<file path="src/rtl/uart_pkt_pkg.sv">
`default_nettype none
// ============================================================================
// Module  : uart_pkt_pkg
// Brief   : Shared types and constants for the UART packet framer.
// Revision: 1.0 - initial release
// ============================================================================
package uart_pkt_pkg;

  // Frame fields in transmit order
  typedef enum logic [2:0] {
    F_SYNC = 3'd0,
    F_DEST = 3'd1,
    F_SRC  = 3'd2,
    F_LEN  = 3'd3,
    F_DATA = 3'd4,
    F_CSUM = 3'd5
  } field_e;

  // Framer sequencing states
  typedef enum logic [1:0] {
    S_IDLE   = 2'd0,
    S_SEND   = 2'd1,
    S_WAIT   = 2'd2,
    S_FINISH = 2'd3
  } state_e;

  localparam logic [7:0] SYNC_DEFAULT = 8'h55;

  // Running checksum step; the carry out is discarded so the sum wraps mod 256
  function automatic logic [7:0] csum_add(input logic [7:0] acc, input logic [7:0] b);
    return acc + b;
  endfunction

endpackage
`default_nettype wire

</file>
<file path="src/rtl/pkt_payload_buf.sv">
`default_nettype none
// ============================================================================
// Module  : pkt_payload_buf
// Brief   : Payload byte store: appends at the write pointer (which doubles
//           as the fill count) and reads any slot by index.
// Revision: 1.0 - initial release
// ============================================================================
module pkt_payload_buf #(
  parameter int DEPTH = 16,
  parameter int CW    = 5,
  parameter int AW    = 4
) (
  input  logic          clk,
  input  logic          rst_n,
  input  logic          wr_en,
  input  logic [7:0]    wr_data,
  input  logic          clear,
  input  logic [AW-1:0] rd_idx,
  output logic [CW-1:0] count,
  output logic          full,
  output logic [7:0]    rd_data
);

  logic [7:0]    mem_q [DEPTH];
  logic [7:0]    mem_d [DEPTH];
  logic [CW-1:0] count_q;
  logic [CW-1:0] count_d;

  // Next fill level and storage contents; clearing only rewinds the count
  always_comb begin
    mem_d   = mem_q;
    count_d = count_q;
    if (clear) begin
      count_d = '0;
    end else if (wr_en) begin
      mem_d[count_q[AW-1:0]] = wr_data;
      count_d                = count_q + CW'(1);
    end
  end

  // Count is reset; data slots need no reset since count gates their use
  always_ff @(posedge clk) begin
    mem_q <= mem_d;
    if (!rst_n) begin
      count_q <= '0;
    end else begin
      count_q <= count_d;
    end
  end

  assign count   = count_q;
  assign full    = (count_q == CW'(DEPTH));
  assign rd_data = mem_q[rd_idx];

endmodule
`default_nettype wire

</file>
<file path="src/rtl/uart_packet_framer.sv">
`default_nettype none
// ============================================================================
// Module  : uart_packet_framer
// Brief   : Buffers a payload and sends it to a UART transmitter as
//           SYNC, Dest, Source, Length, Data..., [Checksum], one byte per
//           UART send/busy handshake.
// Revision: 1.0 - initial release
// ============================================================================
module uart_packet_framer
  import uart_pkt_pkg::*;
#(
  parameter int         MAX_PAYLOAD = 16,
  parameter logic [7:0] SYNC_BYTE   = SYNC_DEFAULT,
  parameter logic [7:0] SOURCE_ADDR = 8'hAA,
  parameter bit         CHECKSUM_EN = 1'b1,
  localparam int        CW          = $clog2(MAX_PAYLOAD + 1)
) (
  input  logic          ipClk,
  input  logic          ipReset,
  input  logic [7:0]    ipDest,
  input  logic          ipStart,
  input  logic [7:0]    ipWrData,
  input  logic          ipWrValid,
  output logic          opWrReady,
  output logic [CW-1:0] opCount,
  output logic [7:0]    opTxData,
  output logic          opTxSend,
  input  logic          ipTxBusy,
  output logic          opBusy,
  output logic          opDone
);

  localparam int AW = (MAX_PAYLOAD > 1) ? $clog2(MAX_PAYLOAD) : 1;

  state_e        state_q, state_d;
  field_e        field_q, field_d;
  logic [7:0]    dest_q, dest_d;
  logic [CW-1:0] len_q, len_d;
  logic [AW-1:0] idx_q, idx_d;
  logic [7:0]    csum_q, csum_d;
  logic [7:0]    tx_data_q, tx_data_d;

  logic          w_wr_en;
  logic          w_start;
  logic          w_clear;
  logic          w_buf_full;
  logic [CW-1:0] w_buf_count;
  logic [AW-1:0] w_rd_idx;
  logic [7:0]    w_rd_data;
  logic          w_last_data;
  logic          w_more;
  field_e        w_next_field;
  logic [7:0]    w_next_byte;

  assign opWrReady = (state_q == S_IDLE) && !w_buf_full;
  assign w_wr_en   = ipWrValid && opWrReady;
  assign w_start   = (state_q == S_IDLE) && ipStart && !ipTxBusy;

  // The buffer index of the next data byte is known one field ahead, so the
  // read data is settled by the time the WAIT state advances into it
  assign w_rd_idx    = (field_q == F_DATA) ? (idx_q + AW'(1)) : '0;
  assign w_last_data = ((CW'(idx_q) + CW'(1)) == len_q);

  pkt_payload_buf #(
    .DEPTH (MAX_PAYLOAD),
    .CW    (CW),
    .AW    (AW)
  ) u_buf (
    .clk     (ipClk),
    .rst_n   (ipReset),
    .wr_en   (w_wr_en),
    .wr_data (ipWrData),
    .clear   (w_clear),
    .rd_idx  (w_rd_idx),
    .count   (w_buf_count),
    .full    (w_buf_full),
    .rd_data (w_rd_data)
  );

  // Pick the field that follows the current one once the UART goes idle
  always_comb begin
    w_more       = 1'b1;
    w_next_field = field_q;
    case (field_q)
      F_SYNC: w_next_field = F_DEST;
      F_DEST: w_next_field = F_SRC;
      F_SRC:  w_next_field = F_LEN;
      F_LEN: begin
        if (len_q != '0)      w_next_field = F_DATA;
        else if (CHECKSUM_EN) w_next_field = F_CSUM;
        else                  w_more       = 1'b0;
      end
      F_DATA: begin
        if (!w_last_data)     w_next_field = F_DATA;
        else if (CHECKSUM_EN) w_next_field = F_CSUM;
        else                  w_more       = 1'b0;
      end
      default: w_more = 1'b0;
    endcase

    case (w_next_field)
      F_SYNC:  w_next_byte = SYNC_BYTE;
      F_DEST:  w_next_byte = dest_q;
      F_SRC:   w_next_byte = SOURCE_ADDR;
      F_LEN:   w_next_byte = 8'(len_q);
      F_DATA:  w_next_byte = w_rd_data;
      default: w_next_byte = csum_q;
    endcase
  end

  // Framer next-state logic: each field is one SEND/WAIT handshake
  always_comb begin
    state_d   = state_q;
    field_d   = field_q;
    dest_d    = dest_q;
    len_d     = len_q;
    idx_d     = idx_q;
    csum_d    = csum_q;
    tx_data_d = tx_data_q;
    w_clear   = 1'b0;

    case (state_q)
      S_IDLE: begin
        if (w_start) begin
          state_d   = S_SEND;
          field_d   = F_SYNC;
          idx_d     = '0;
          dest_d    = ipDest;
          // A write landing in the start cycle is part of this frame
          len_d     = w_buf_count + CW'(w_wr_en);
          csum_d    = 8'h00;
          tx_data_d = SYNC_BYTE;
        end
      end
      S_SEND: begin
        if (ipTxBusy) state_d = S_WAIT;
      end
      S_WAIT: begin
        if (!ipTxBusy) begin
          if (w_more) begin
            state_d   = S_SEND;
            field_d   = w_next_field;
            tx_data_d = w_next_byte;
            if (w_next_field == F_DATA) idx_d = w_rd_idx;
            if (w_next_field != F_CSUM) csum_d = csum_add(csum_q, w_next_byte);
          end else begin
            state_d = S_FINISH;
          end
        end
      end
      default: begin
        state_d = S_IDLE;
        w_clear = 1'b1;
      end
    endcase
  end

  // State and datapath registers; reset abandons any frame in flight
  always_ff @(posedge ipClk) begin
    if (!ipReset) begin
      state_q   <= S_IDLE;
      field_q   <= F_SYNC;
      dest_q    <= 8'h00;
      len_q     <= '0;
      idx_q     <= '0;
      csum_q    <= 8'h00;
      tx_data_q <= 8'h00;
    end else begin
      state_q   <= state_d;
      field_q   <= field_d;
      dest_q    <= dest_d;
      len_q     <= len_d;
      idx_q     <= idx_d;
      csum_q    <= csum_d;
      tx_data_q <= tx_data_d;
    end
  end

  assign opCount  = w_buf_count;
  assign opTxData = tx_data_q;
  assign opTxSend = (state_q == S_SEND);
  assign opBusy   = (state_q != S_IDLE);
  assign opDone   = (state_q == S_FINISH);

endmodule
`default_nettype wire
</file>
<file path="config.mk">
export PLATFORM = sky130hd
export DESIGN_NAME = uart_packet_framer
export DESIGN_NICKNAME = d
export VERILOG_FILES = /design/src/rtl/uart_pkt_pkg.sv /design/src/rtl/pkt_payload_buf.sv /design/src/rtl/uart_packet_framer.sv
export SDC_FILE = /design/constraint.sdc
export NUM_CORES = 1
export LEC_CHECK = 0
export CAP_MARGIN = 10
export CORE_MARGIN = 2
export CORE_UTILIZATION = 30
export DETAILED_ROUTE_END_ITERATION = 7
export GPL_ROUTABILITY_DRIVEN = 0
export PLACE_DENSITY = 0.55
export SETUP_SLACK_MARGIN = 0.2
export SLEW_MARGIN = 0
export SYNTH_ARGS = -nofsm -noshare
export SYNTH_HDL_FRONTEND = slang
export SYNTH_SLANG_ARGS = --single-unit
</file>
<file path="constraint.sdc">
create_clock -name ipClk -period 5.3 [get_ports ipClk]
set_clock_uncertainty 0.15 [all_clocks]
set_input_delay 1.06 -clock ipClk [delete_from_list [all_inputs] [get_ports ipClk]]
set_output_delay 1.06 -clock ipClk [all_outputs]
set_load 0.005 [all_outputs]
</file>
Word-level counts from Yosys, hierarchy flattened
Index checks and enable logic that the tools add are counted.
{ "totals": {"in_bits": 21, "wordCells": 111, "out_inout_bits": 17, "register_bits": 171} }
{ "classes": {"n_eq_ne": 20, "addsub": 5, "n_lt_le_gt_ge": 3, "bitwise": 2, "n_mux": 35, "n_reduce_logical": 22} }
{ "ops": {"columns": ["cell", "n"], "rows": [
  ["$bwmux 128", 1],
  ["$mux 8", 10],
  ["$pmux 8 s5", 1],
  ["$bmux 8 s4", 1],
  ["$demux 8 s4", 1],
  ["$pmux 8 s2", 2],
  ["$mux 4", 5],
  ["$pmux 3 s5", 1],
  ["$eq 3x2->1 const B", 4],
  ["$ge 5x5->1 const B", 2],
  ["$ne 2x2->1 const B", 5],
  ["$not 4->5", 2],
  ["$reduce_and 5->1", 2],
  ["$mux 3", 3],
  ["$add 8x8->8", 1],
  ["$mux 2", 4],
  ["$pmux 4 s2", 1],
  ["$eq 3x1->1 const B", 2],
  ["$eq 3x3->1 const B", 2],
  ["$logic_not 3->1", 2],
  ["$pmux 2 s3", 1],
  ["$pmux 3 s2", 1],
  ["$reduce_and 2->1", 3],
  ["$add 4x1->5 const B", 1],
  ["other kinds (20)", 29]
]} }

Longest topological paths before layout
{ "logic_depth": {"word_depth": 12, "ltp_mapped": 22} }

By module
A second synthesis with hierarchy kept.
{ "unflattened": {"hier_cells": 534, "area_unflattened_um2": 7626.1} }
{ "by_module_without_submodules": {"columns": ["mod", "cells_per_inst", "area_each_um2", "n_inst"], "rows": [
  ["pkt_payload_buf", 248, 5288.8, 1],
  ["uart_packet_framer", 286, 2337.2, 1]
]} }

Worst setup path before layout
Ideal clock, no wire load.
{ "synth_path": {"path_type": "flip-flop to flip-flop", "startpoint": "reg idx_q[1]", "endpoint": "reg csum_q[7]", "t_arrival_ns": 3.822, "n_path_buf": 3, "setup_time_ns": 0.115, "required_time_ns": 5.035, "path_slack_ns": 1.213, "stages_incl_launch_ff": 20, "cell_sequence": "dfxtp_1 -> ha_1 -> clkbuf_1 -> nand4bb_1 -> buf_1 -> buf_2 -> a211oi_1 -> a31oi_1 -> a211oi_1 -> a21oi_1 -> a221oi_2 -> inv_1 -> ha_1 -> a21o_1 -> a211oi_1 -> o21a_1 -> nor2_1 -> and2_1 -> o31a_1 -> o21a_1"} }
{ "synth_via": {"elab_chain_len": 12, "word_cells_on_any_way": 24, "cone_classes": "add/sub: 3; eq/ne: 7; mux: 11; bitwise: 1; reduce/logical: 2"} }
{ "synth_lines": {"columns": ["element", "line_no", "rtl"], "rows": [
  ["from (decl)", "uart_packet_framer.sv:39", "logic [AW-1:0] idx_q, idx_d;"],
  ["from (signal assigned)", "uart_packet_framer.sv:173", "idx_q <= idx_d;"],
  ["$add 4x1->4", "uart_packet_framer.sv:61", "assign w_rd_idx = (field_q == F_DATA) ? (idx_q + AW'(1)) : '0;"],
  ["$mux 4", "uart_packet_framer.sv:61", null],
  ["$not 4->5 (implied by the code)", "pkt_payload_buf.sv:53", "assign rd_data = mem_q[rd_idx];"],
  ["$bmux 8 s4", "pkt_payload_buf.sv:53", null],
  ["$mux 8 (implied by the code) (2 in a row)", "pkt_payload_buf.sv:53", null],
  ["$pmux 8 s5", "uart_packet_framer.sv:101", "case (w_next_field)"],
  ["$add 8x8->8", "uart_pkt_pkg.sv:31", "return acc + b;"],
  ["$mux 8", "uart_packet_framer.sv:145", "if (w_next_field != F_CSUM) csum_d = csum_add(csum_q, w_next_byte);"],
  ["$mux 8", "uart_packet_framer.sv:140", "if (w_more) begin"],
  ["$mux 8", "uart_packet_framer.sv:139", "if (!ipTxBusy) begin"],
  ["$pmux 8 s2", "uart_packet_framer.sv:122", "case (state_q)"],
  ["to (signal assigned)", "uart_packet_framer.sv:174", "csum_q <= csum_d;"],
  ["to (decl)", "uart_packet_framer.sv:40", "logic [7:0] csum_q, csum_d;"]
]} }
Parallel ways exist; a longest one is shown, timed or not. The select of a mux whose other input is x is not followed.
A chain may end at the register's enable or synchronous reset.

Worst setup path after layout
{ "layout_path": {"startpoint": "reg field_q[1]", "endpoint": "reg csum_q[7]"} }
{ "layout_via": {"elab_chain_len": 12, "word_cells_on_any_way": 28, "cone_classes": "add/sub: 1; eq/ne: 11; mux: 11; bitwise: 1; reduce/logical: 4"} }
{ "layout_lines": {"columns": ["element", "line_no", "rtl"], "rows": [
  ["from (decl)", "uart_packet_framer.sv:36", "field_e field_q, field_d;"],
  ["from (signal assigned)", "uart_packet_framer.sv:170", "field_q <= field_d;"],
  ["$eq 3x3->1", "uart_packet_framer.sv:61, uart_packet_framer.sv:84", null],
  ["$mux 4", "uart_packet_framer.sv:61", null],
  ["$not 4->5 (implied by the code)", "pkt_payload_buf.sv:53", null],
  ["$bmux 8 s4", "pkt_payload_buf.sv:53", null],
  ["$mux 8 (implied by the code) (2 in a row)", "pkt_payload_buf.sv:53", null],
  ["$pmux 8 s5", "uart_packet_framer.sv:101", null],
  ["$add 8x8->8", "uart_pkt_pkg.sv:31", null],
  ["$mux 8", "uart_packet_framer.sv:145", null],
  ["$mux 8", "uart_packet_framer.sv:140", null],
  ["$mux 8", "uart_packet_framer.sv:139", null],
  ["$pmux 8 s2", "uart_packet_framer.sv:122", null]
]} }
Parallel ways exist; a longest one is shown, timed or not. The select of a mux whose other input is x is not followed.

==> reports/results.tsv <==
stage	metric	value	unit
worst_setup_path	cp.required	5470	ps
logic_synthesis	synth_top_family_by_area	compound AO/OA/AOI/OAI gates	
clocking	htreeDepth	4	
worst_setup_path	crit_chain	or4b_1, buf_4, a22oi_1, a211oi_1, a21oi_1, a21oi_1, a22oi_1, a31oi_1, ha_1, o21ai_0, o21a_1, nor2_1, and2_1, o31a_1, o21a_1	
die	dieArea	27200	sq um
logic_synthesis	yosysTopAreaCell	edfxtp_1	
clocking	postCtsHoldBufs	0	
logic_synthesis	synthSimpleGateAreaFrac	12.4	%
logic_synthesis	ys.warnings.count	0	
timing	setup_viol	0	
placement	dpl.hpwl	13.3	mm
power_and_ir_drop	p_sw_share	23.1	%
clocking	cts_resized	0	
drt	finalWirelength	19.3	mm
power_and_ir_drop	p_leak	2.93	nW
logic_synthesis	netlist_instances	615	
finish	antenna-diode-count	0	
finish	fill_cells	2448	
clocking	tritoncts	built	
power_and_ir_drop	p_seq_share	53.4	%
worst_setup_path	cpMaxStageDelayCell	dfxtp_1	
drt	route.vias.total	5100	
die	die_w	165	um
worst_setup_path	crit_buf_inv	1	
drt	ant_nets	0	
logic_synthesis	synth_area	7770	sq um
job	drv_cap	0	
power_and_ir_drop	p_int	2.12	mW
run_status	status	completed	
finish	utilization	35.6	%
timing	rsz0062_at_grt	false	
drt	drt-wirelength-per-cell	19.4	um
die	die_h	165	um
drt	viasPerCell	5.14	
finish	drive_gt1_share	11.3	%
global_routing	met1_usage	20.5	%
power_and_ir_drop	vdd_drop_max	0.246	mV
global_routing	grt-ovfl-total	0	
logic_synthesis	synth-compound-area-share	14.5	%
die	core-area	25300	sq um
die	rows	58	
logic_synthesis	synth.top_cell.area_share	49.5	%
power_and_ir_drop	p_per_area	306	nW/um^2
timing	hold_viol_final	0	
finish	layout_commonest_cell	edfxtp_1	
global_routing	grt_pass1_vias	5082	
logic_synthesis	synth_mux_area_share	4.61	%
global_routing	grt_pass1_wl	30.1	mm
logic_synthesis	ys_async_sr_fraction	0	%
global_routing	track_usage	14.9	%
logic_synthesis	synth_edf_count	128	
worst_setup_path	critPathMaxFanout	20	
worst_setup_path	crit_path_end_kind	register	
drt	dr.pass1.iters	6	
power_and_ir_drop	clkPwrFrac	41.3	%
worst_setup_path	arrival	4850	ps
finish	multi_input_area	2840	sq um
global_routing	grt_busiest_layer	met2	
logic_synthesis	seq_area_frac_synth	60.6	%
global_routing	grt_max_degree	29	
worst_setup_path	cp-start-kind	register	
timing	period_needed	4680	ps
clocking	cts_setup_buffers	0	
finish	fin_nets	685	
global_routing	met3_usage	2.64	%
power_and_ir_drop	finalPower	2.76	mW
clocking	numCtsBuffers	17	
clocking	cts_buffer_depth	2	
worst_setup_path	crit_family	compound AO/OA/AOI/OAI gates	
timing	setup-tns-final	0	ps
logic_synthesis	synth-xor-area-share	2.51	%
timing	drv_slew	0	
logic_synthesis	avgSynthCellArea	12.6	sq um
placement	portBuffers	37	
finish	area_growth	16.1	%
logic_synthesis	synth-seq-cells	171	
global_routing	grt_use_met2	23.9	%
min_path	min_path_type	reg2reg	
global_routing	antenna_found_initial	1	
timing	maxClockFrequency	214	MHz
clocking	clkTransAtPathRegs	60	ps
timing	slew_headroom	23.7	%
clocking	clock_latency	430	ps
die	ios	38	
worst_setup_path	path_class	reg2reg	
power_and_ir_drop	combinationalPowerShare	5.3	%
logic_synthesis	synthDistinctLibCells	71	
timing	timing.final.crit_share	88.3	%
logic_synthesis	ys_top_cells_by_area	edfxtp_1 49%, dfxtp_1 11%, nand2_1 3.2%	
die	start_util	30.7	%
clocking	cts_sinks	171	
finish	mostFrequentLayoutCells	128 x edfxtp_1, 67 x nand2_1, 43 x dfxtp_1, 40 x nor2_1, 37 x clkdlybuf4s50_1	
finish	regArea	4700	sq um
drt	drt_iter0_markers	500	
logic_synthesis	synth_ff_type	edfxtp_1	
timing	worst_pin_slew	1140	ps
drt	drc_errors	0	
worst_setup_path	slowest_delay	780	ps
logic_synthesis	synth_fp_nets	651	
logic_synthesis	synthAdderAreaFrac	2.51	%
power_and_ir_drop	power_switching	0.637	mW
clocking	cts_root_buf	clkbuf_16	
## cells in the mapped netlist (all sizes together), types with 8 or more instances
master	number
a211oi	27
a21boi	16
a21oi	29
a221oi	10
a22oi	13
a31oi	10
and2	13
buf	18
clkbuf	19
dfxtp	43
edfxtp	128
ha	14
inv	10
mux2i	11
mux4	9
nand2	67
nand2b	8
nand3	10
nor2	41
nor2b	19
nor3	10
o21ai	13
xor2	9
## flip-flops by register name, summed over array words and instances, names as in the netlist
register / flops
u_buf.mem_q: 128
u_buf.count: 5
field_q: 3
state_q: 2
idx_q: 4
len_q: 5
opTxData: 8
dest_q: 8
csum_q: 8
## tightest hold or removal path, stage by stage, from the launching register on
cell and delay [ps]:
dfxtp_1 310, nand2_1 50, a21boi_0 70
## path summary, 6_finish.rpt
check / startpoint / end / slack [ps] / depth (start not counted)
min: opTxData[3] / opTxData[3] / 320 / 2
min reg2reg: opTxData[3] / opTxData[3] / 320 / 2
max reg2reg: field_q[1] / csum_q[7] / 620 / 15
max: field_q[1] / csum_q[7] / 620 / 15
## cell type report
cell class	instances	area share [%]
clock buffer	17	4.72
clock inverter	15	1.24
sequential	171	52.2
inverter	11	0.458
tap	330	4.58
multi-input combinational	396	31.5
timing repair buffer	52	5.33
## power groups by stage
stage / logic, mW / clock network [mW] / registers, mW
3_5_place_dp: 0.145 / 0 / 1.50
5_1_grt: 0.160 / 1.22 / 1.48
2_1_floorplan: 0.0750 / 0 / 1.50
3_3_place_gp: 0.142 / 0 / 1.50
4_1_cts: 0.146 / 1.16 / 1.48
6_report: 0.145 / 1.14 / 1.47
## logic make-up after synthesis
kind of cell | count (synthesis)
compound gates | 149
mux | 24
flops | 171
buf+inv | 48
simple gates | 190
fa+ha+maj | 15
xor+xnor | 18
## through the flow
step | hold WS [ps] | cells | instance area (sq um) | setup slack (ps)
floorplan | 291 | 615 | 7770 | 1210
global placement | 308 | 958 | 8460 | 786
detailed placement | 313 | 959 | 8470 | 678
CTS | 322 | 991 | 9010 | 658
global route | 364 | 992 | 9010 | 364
finish | 324 | 992 | 9010 | 623
## per-layer routing
layer | up-vias | part of all wire [%] | wire [um]
li1 | 2389 | - | -
met1 | 2571 | 46 | 8940
met2 | 118 | 48 | 9240
met3 | 22 | 3.9 | 744
met4 | 0 | 1.7 | 333
met5 | - | 0 | 0
(Power assumes the default switching activity.)
